### src/rtl/oam_write_port.sv
// OAM write buffer: queues CPU OAM writes and commits them on cycles the PPU
// leaves the OAM RAM port free; also runs a full-RAM clear sweep.
module oam_write_port #(
  parameter int              DEPTH     = 4,
  parameter int              AW        = 8,
  parameter int              DW        = 8,
  parameter logic [DW-1:0]   CLEAR_VAL = 8'hFF
) (
  input  logic                       clk,
  input  logic                       rst_n,
  input  logic                       oam_we,
  input  logic [AW-1:0]              oam_addr,
  input  logic [DW-1:0]              oam_wdata,
  input  logic                       oam_clear,
  input  logic                       ppu_busy,
  output logic                       stall,
  output logic                       ram_we,
  output logic [AW-1:0]              ram_addr,
  output logic [DW-1:0]              ram_wdata,
  output logic [$clog2(DEPTH):0]     pending,
  output logic                       idle
);

  localparam int             PW       = $clog2(DEPTH);
  localparam logic [PW:0]    FULL_CNT = (PW+1)'(DEPTH);

  typedef enum logic [1:0] {RUN, CLR_WAIT, CLR_SWEEP} state_t;

  state_t          state_q;
  logic [PW-1:0]   wr_ptr_q, rd_ptr_q;
  logic [PW:0]     count_q, count_d;
  logic [AW-1:0]   sweep_q;
  logic [AW-1:0]   addr_mem [DEPTH];
  logic [DW-1:0]   data_mem [DEPTH];

  logic empty, full, push, pop;

  assign empty = (count_q == '0);
  assign full  = (count_q == FULL_CNT);

  // Head of the FIFO is shown combinationally so a write can commit the
  // cycle right after it is accepted.
  always_comb begin
    ram_we    = 1'b0;
    ram_addr  = addr_mem[rd_ptr_q];
    ram_wdata = data_mem[rd_ptr_q];
    stall     = 1'b1;
    case (state_q)
      RUN: begin
        ram_we = !empty && !ppu_busy;
        stall  = full;
      end
      CLR_WAIT: ram_we = !empty && !ppu_busy;
      CLR_SWEEP: begin
        ram_we    = !ppu_busy;
        ram_addr  = sweep_q;
        ram_wdata = CLEAR_VAL;
      end
      default: ;
    endcase
  end

  assign push    = oam_we && !stall;
  assign pop     = ram_we && (state_q != CLR_SWEEP);
  assign count_d = count_q + {{PW{1'b0}}, push} - {{PW{1'b0}}, pop};
  assign pending = count_q;
  assign idle    = (state_q == RUN) && empty;

  always_ff @(posedge clk) begin
    if (push) begin
      addr_mem[wr_ptr_q] <= oam_addr;
      data_mem[wr_ptr_q] <= oam_wdata;
    end
  end

  always_ff @(posedge clk) begin
    if (!rst_n) begin
      state_q  <= RUN;
      wr_ptr_q <= '0;
      rd_ptr_q <= '0;
      count_q  <= '0;
      sweep_q  <= '0;
    end else begin
      count_q <= count_d;
      if (push) wr_ptr_q <= wr_ptr_q + PW'(1);
      if (pop)  rd_ptr_q <= rd_ptr_q + PW'(1);
      case (state_q)
        RUN: if (oam_clear && !stall) state_q <= CLR_WAIT;
        // No pushes happen outside RUN, so count_d == 0 covers both the
        // last-pop case and an already-empty FIFO.
        CLR_WAIT: if (count_d == '0) begin
          state_q <= CLR_SWEEP;
          sweep_q <= '0;
        end
        CLR_SWEEP: if (ram_we) begin
          if (sweep_q == '1) begin
            state_q <= RUN;
            sweep_q <= '0;
          end else begin
            sweep_q <= sweep_q + AW'(1);
          end
        end
        default: state_q <= RUN;
      endcase
    end
  end

endmodule

### config.mk
export PLATFORM = sky130hd
export DESIGN_NAME = oam_write_port
export DESIGN_NICKNAME = d
export VERILOG_FILES = /design/src/rtl/oam_write_port.sv
export SDC_FILE = /design/constraint.sdc
export NUM_CORES = 1
export LEC_CHECK = 0
export ABC_AREA = 1
export CORE_MARGIN = 3
export CORE_UTILIZATION = 35
export DETAILED_ROUTE_END_ITERATION = 12
export PLACE_DENSITY = 0.65
export SYNTH_ARGS = -nofsm -noshare
export SYNTH_HDL_FRONTEND = slang
export SYNTH_SLANG_ARGS = --single-unit
export TNS_END_PERCENT = 1
### constraint.sdc
create_clock -name clk -period 2.5 [get_ports clk]
set_clock_uncertainty 0.05 [all_clocks]
set_input_delay 0.5 -clock clk [delete_from_list [all_inputs] [get_ports clk]]
set_output_delay 0.5 -clock clk [all_outputs]
set_load 0.03 [all_outputs]
Word-level counts from Yosys, hierarchy flattened
Memories as Yosys holds them, arrays and structs flattened. A register that Yosys moved wholly into a read port is not among the register bits.
Index checks and enable logic that the tools add are counted.
W data, S select, Z words.
- equality and inequality tests: 9
- muxes and demuxes: 19
- reductions and logical operators: 15
- add/subtract/negate cells: 5
- operators by type and width (kind ; number):
    $mux W8 ; 5
    $mux W2 ; 8
    $pmux W8 S2 ; 1
    $add A8 B1 Y8 const B ; 1
    $eq A8 B8 Y1 const B ; 1
    $ne A2 B2 Y1 const B ; 4
    $logic_not A3 Y1 ; 2
    $pmux W2 S3 ; 1
    $logic_and A1 B1 Y1 ; 5
    $add A2 B1 Y2 const B ; 2
    $reduce_and A4 Y1 ; 1
    $add A3 B1 Y3 ; 1
    $eq A3 B3 Y1 const B ; 1
    $logic_not A1 Y1 ; 3
    $mux W1 ; 3
    $reduce_and A3 Y1 ; 1
    $sub A3 B1 Y3 ; 1
    $eq A2 B1 Y1 const B ; 1
    $eq A2 B2 Y1 const B ; 1
    $logic_not A2 Y1 ; 1
    $ne A2 B1 Y1 const B ; 1
    $pmux W1 S2 ; 1
    $reduce_bool A2 Y1 ; 1
    $reduce_or A2 Y1 ; 1
- output and inout bits: 22
- logic and storage cells: 55
- bits in registers: 17
- bits in writable memories: 64
- input port bits: 21
- memories kept: 2
- memories (memory ; words ; width ; read ports ; clocked after memory_dff ; write ports ; RTL line ; source):
    addr_mem ; 4 ; 8 ; 1 ; 1 ; 1 ; 33 ; logic [AW-1:0] addr_mem [DEPTH];
    data_mem ; 4 ; 8 ; 1 ; 1 ; 1 ; 34 ; logic [DW-1:0] data_mem [DEPTH];

Logic depth before layout (Yosys ltp)
- depth in word-level cells: 9
- depth in mapped cells: 19
- depth with buffers taken out: 19

Worst setup path after synthesis
No wires, ideal clock.
- kind: reg2reg
- start point: register count_q[1] (netlist: pending[1])
- end point: register sweep_q[2]
- library setup time: 111 ps
- period minus slack after synthesis: 2724 ps
- slack: -224 ps
- path buffers: 0
- arrival time: 2562 ps
- data required time: 2339 ps
- stages on the path, launching flop included: 19
- cell sequence: dfxtp_1 > inv_2 > nand3_1 > nand3_2 > ha_1 > inv_1 > ha_1 > inv_1 > fa_1 > inv_1 > nand2_1 > nand2_1 > nand2_1 > nand2_1 > nand3_2 > nand2_4 > inv_2 > nor2_1 > nor2_1
- cells in the longest elaborated chain, start to end: 9
- elaborated cells between the ends (all ways): 15
- those cells by class: 2 x add/sub; 3 x eq/ne; 2 x mux; 8 x reduce/logical
- RTL lines (what ; RTL line ; source):
    from (decl) ; 31 ; logic [PW:0] count_q, count_d;
    from (signal assigned) ; 84 ; count_q <= count_d;
    $eq A3 B3 Y1 or $logic_not A3 Y1 (tied branches) ; 39, 38 ;
    $mux W1 or $logic_not A1 Y1 (tied branches) ; 48, 50, 53 ;
    $logic_not A1 Y1 or $logic_and A1 B1 Y1 (tied branches) ; 63, 50, 53 ;
    $logic_and A1 B1 Y1 or $pmux W1 S2 (tied branches) ; 63, 48 ;
    $add A3 B1 Y3 or $logic_and A1 B1 Y1 (tied branches) ; 65, 64 ;
    $sub A3 B1 Y3 ; 65 ; assign count_d = count_q + {{PW{1'b0}}, push} - {{PW{1'b0}}, pop};
    $logic_not A3 Y1 ; 91 ; CLR_WAIT: if (count_d == '0) begin
    $ne A2 B2 Y1 (no line) ; -- ;
    $reduce_and A3 Y1 (no line) * ; -- ;
    to (signal assigned) ; 100 ; sweep_q <= sweep_q + AW'(1);
    to (decl) ; 32 ; logic [AW-1:0] sweep_q;
Every way passes the cells marked *; elsewhere a longest branch is shown, timed or not.
A chain may end at the register's enable or synchronous reset.

Worst setup path after layout
- start point: register count_q[1] (netlist: pending[1])
- end point: register sweep_q[6]
- cells in the longest elaborated chain, start to end: 9
- elaborated cells between the ends (all ways): 15
- those cells by class: 2 x add/sub; 3 x eq/ne; 2 x mux; 8 x reduce/logical
- RTL lines (what ; RTL line ; source):
    $logic_not A3 Y1 ; 38 ; assign empty = (count_q == '0);
    $logic_not A1 Y1 ; 50, 53 ;
    $logic_and A1 B1 Y1 ; 50, 53 ;
    $pmux W1 S2 ; 48 ; case (state_q)
    $logic_and A1 B1 Y1 ; 64 ; assign pop = ram_we && (state_q != CLR_SWEEP);
    net pop ; 36 ; logic empty, full, push, pop;
    $sub A3 B1 Y3 ; 65 ;
    $logic_not A3 Y1 ; 91 ;
    $ne A2 B2 Y1 (no line) ; -- ;
    $reduce_and A3 Y1 (no line) ; -- ;
The timed path passes the listed nets, and every way through them passes these cells.

==> results by group <==
Status
  – Status: completed

Final layout
  – Fraction of final layout cells with drive strength greater than 1: 0.218
  – Count of antenna diodes in the layout: 0
  – Synth-to-layout area growth: 28.4%
  – Area of combinational cells with multiple inputs: 0.00125 mm²
  – Filler Cell Count: 881
  – Area occupied by registers: 0.00232 mm²
  – Net count reported at finish: 451
  – Final Cell Area: 0.00468 mm²
  – Final cell count without fillers: 560

Setup path
  – Cell with the largest stage delay on the worst path: sky130_fd_sc_hd__fa_2
  – Data arrival time of the critical path: 2.61 ns
  – Crit path cell chain: inv_4 > nand3_4 > nand3_4 > inv_4 > ha_4 > inv_2 > ha_4 > inv_2 > fa_2 > inv_2 > nor2_4 > buf_4 > nand3_2 > nand3_1 > a21oi_1
  – Nature of the critical path endpoint: register
  – Delay-heaviest family, CP: adder cells
  – Crit path largest cell delay: 0.57 ns
  – Startpoint types: register
  – Required @ worst endpoint: 2.69 ns
  – Worst path most repeated cell: sky130_fd_sc_hd__inv_2
  – Maximum fanout encountered on the critical timing path: 4
  – Type of the worst setup path: reg2reg
  – Worst Path Buf+Inv: 6

Global routing
  – Busiest metal layer after global routing: met2
  – GR Util met1: 0.183
  – Largest net degree at the start of global routing: 25
  – Total routing usage reported by global routing: 0.142
  – Via count of the first global-routing pass: 2,578
  – Antenna violations before repair: 0
  – Final global-route overflow total: 0
  – Met2 usage in global routing: 0.230
  – M3 GR Usage: 0.0287
  – First-pass GRT wire length: 12,600 µm

Timing
  – Final Cycle Share: 0.971
  – Total count of max-transition violations in the final report: 0
  – Count of endpoints failing setup in the final report: 0
  – Peak Freq: 412 MHz
  – Number of endpoints with negative hold slack in the final report: 0
  – Final worst-path setup slack: 0.0724 ns
  – Time the final worst path needs with I/O delays and setup: 2.43 ns
  – Setup repair after global routing missed its margin: yes
  – Worst-Margin Slew: 0.392 ns
  – Max_slew headroom: 0.738

Placed design
  – Placement Cell Area: 0.00436 mm²
  – Detail Placement HPWL: 5270 µm
  – Routability congestion estimate: 0.793
  – Number of placed cells counting well taps: 536
  – Worst slack, placed: -0.529 ns
  – Number of buffers added on ports: 42

Floorplan
  – Row count: 36
  – Floorplan core area: 0.00995 mm²
  – Count of boundary I/O pins: 43
  – Starting utilization of the core area: 0.366
  – Y dimension of the die: 108 µm
  – Die width: 108 µm
  – Die ar.: 0.0117 mm²

Detailed routing
  – First-pass DRT Iterations: 4
  – Total via count in the routed design: 2,680
  – DRC marker count from the first detailed-route iteration: 120
  – Final antenna-violating net count: 0
  – DRC violation count after routing: 0
  – Average wire length per cell after detail routing: 14.2 µm
  – Via-per-instance ratio: 4.79
  – Wirelength, routed: 7930 µm

CTS
  – Number of sinks on the clock net: 83
  – Library cell used as clock root buffer: sky130_fd_sc_hd__clkbuf_8
  – Insertion delay to the later sink of the worst-skew pair: 0.35 ns
  – H-tree levels: 3
  – Hold_buf cts: 0
  – Clock buffers created by TritonCTS: 9
  – CTS tree: done
  – Clock transition at path regs: 0.09 ns
  – Maximum number of buffers from clock root to sink: 2

Yosys
  – Portion of synthesized cell area occupied by the leading cell type: 0.527
  – Ys Warns: 0
  – Flop and latch count out of synthesis: 83
  – Count leader, synth: sky130_fd_sc_hd__nor2_1
  – Number of distinct library cells after synthesis: 33
  – Main flop type after synthesis: sky130_fd_sc_hd__edfxtp_1
  – Most frequent cells after synthesis: 78 x sky130_fd_sc_hd__nor2_1, 64 x sky130_fd_sc_hd__edfxtp_1, 41 x sky130_fd_sc_hd__nand2_1, 32 x sky130_fd_sc_hd__o21ai_0, 29 x sky130_fd_sc_hd__inv_1
  – Proportion of synthesized chip area in sequential cells: 0.631
  – Top cell type by total area after synthesis: sky130_fd_sc_hd__edfxtp_1
  – Top area cells in the synthesized netlist: sky130_fd_sc_hd__edfxtp_1 53%, sky130_fd_sc_hd__dfxtp_1 10%, sky130_fd_sc_hd__nor2_1 8.0%
  – Synth async-reset ratio: 0
  – Number of instances in the synthesized netlist: 354
  – Cell area after synthesis: 0.00365 mm²
  – Number of synthesized flops with an enable pin: 64
  – Average cell area after synthesis: 10.3 µm²
  – Synthesized Nets: 383

Power
  – Leakage: 1.72 nW
  – Worst ir drop on vdd: 444 µV
  – Power per unit of standard cell area: 1160 mW/mm²

Job
  – Max-cap viol count: 0

Min path
  – Worst hold path class: in2reg
[state kept, by name, indices dropped and copies added (netlist names), named ones only]
signal	flops
wr_ptr_q	2
state_q	2
addr_mem	32
pending	3
data_mem	32
rd_ptr_q	2
sweep_q	8
[layer usage]
metal	share of wire	vias up
met5	0	-
met1	0.44	1262
met4	0.018	0
met2	0.49	59
met3	0.045	9
li1	-	1350
[power by group]
part,internal [mW],leakage (nW),switching (mW)
combinational,1.02,0.902,1.63
sequential,1.75,0.741,0.133
clock,0.374,0.0804,0.518
[stage by stage]
step	setup TNS [ns]	util	hold WS, ns	power (mW)
after CTS	-0.787	0.456	0.491	5.13
after floorplan	0	-	0.440	3.36
final	0	0.470	0.483	5.42
after global placement	-4.34	0.438	0.460	4.28
after global routing	-0.268	0.470	0.524	5.79
after detailed placement	-5.15	0.438	0.475	4.32
[cells by family after synthesis]
kind of cell	count (synthesis)	synth area share
AND/OR/NAND/NOR	154	0.183
buffers and inverters	46	0.0546
adder cells (fa/ha/maj)	8	0.0295
AO/OA/AOI/OAI	63	0.102
flip-flops	83	0.631
[timing repair]
| action | in CTS | in global routing |
|---|---|---|
| endpoints found under the setup margin | 26 | 22 |
| pin swaps | 1 | 10 |
| gates cloned | 0 | 1 |
| setup buffers | 0 | 7 |
| resized for setup | 20 | 50 |
[tightest hold or removal path: stages]
cell,delay [ns]
sky130_fd_sc_hd__dlymetal6s2s_1,0.10
sky130_fd_sc_hd__nand2_1,0.08
sky130_fd_sc_hd__nand4_1,0.10
sky130_fd_sc_hd__a21oi_1,0.06
[worst paths after layout]
path / start / endpoint / slack (ns) / cells after the start
worst min register to register: rd_ptr_q[0] / register / 0.49 / 3
worst max register to register: pending[1] / sweep_q[6] / 0.07 / 15
worst max-delay path: pending[1] / sweep_q[6] / 0.07 / 15
worst min-delay path: ppu_busy / sweep_q[0] / 0.48 / 4
[cell usage in the layout, fill, tap and decap left out, types with 3 or more instances in the layout]
cell,n
sky130_fd_sc_hd__nand2_1,38
sky130_fd_sc_hd__ha_1,5
sky130_fd_sc_hd__nand3_2,4
sky130_fd_sc_hd__o22ai_1,7
sky130_fd_sc_hd__o311ai_0,8
sky130_fd_sc_hd__dfxtp_4,3
sky130_fd_sc_hd__nand3_1,18
sky130_fd_sc_hd__inv_2,7
sky130_fd_sc_hd__clkdlybuf4s50_1,23
sky130_fd_sc_hd__nand2_2,4
sky130_fd_sc_hd__nor2_2,6
sky130_fd_sc_hd__dlygate4sd2_1,8
sky130_fd_sc_hd__clkbuf_8,9
sky130_fd_sc_hd__inv_4,6
sky130_fd_sc_hd__o21ai_0,32
sky130_fd_sc_hd__a21oi_1,8
sky130_fd_sc_hd__buf_12,3
sky130_fd_sc_hd__dfxtp_2,3
sky130_fd_sc_hd__edfxtp_1,64
sky130_fd_sc_hd__clkinvlp_4,4
sky130_fd_sc_hd__inv_1,21
sky130_fd_sc_hd__buf_4,24
sky130_fd_sc_hd__dfxtp_1,13
sky130_fd_sc_hd__nor2_1,73
sky130_fd_sc_hd__clkbuf_2,4
sky130_fd_sc_hd__nand3_4,3
[final cells by class]
cell class | instances | share of cell area
clock buffer | 9 | 0.0265
clock inverter | 7 | 0.0126
tap | 133 | 0.0356
timing repair buffer | 68 | 0.133
sequential | 83 | 0.495
inverter | 34 | 0.0305
multi-input combinational | 226 | 0.267
Power figures use the tool's default switching activity.
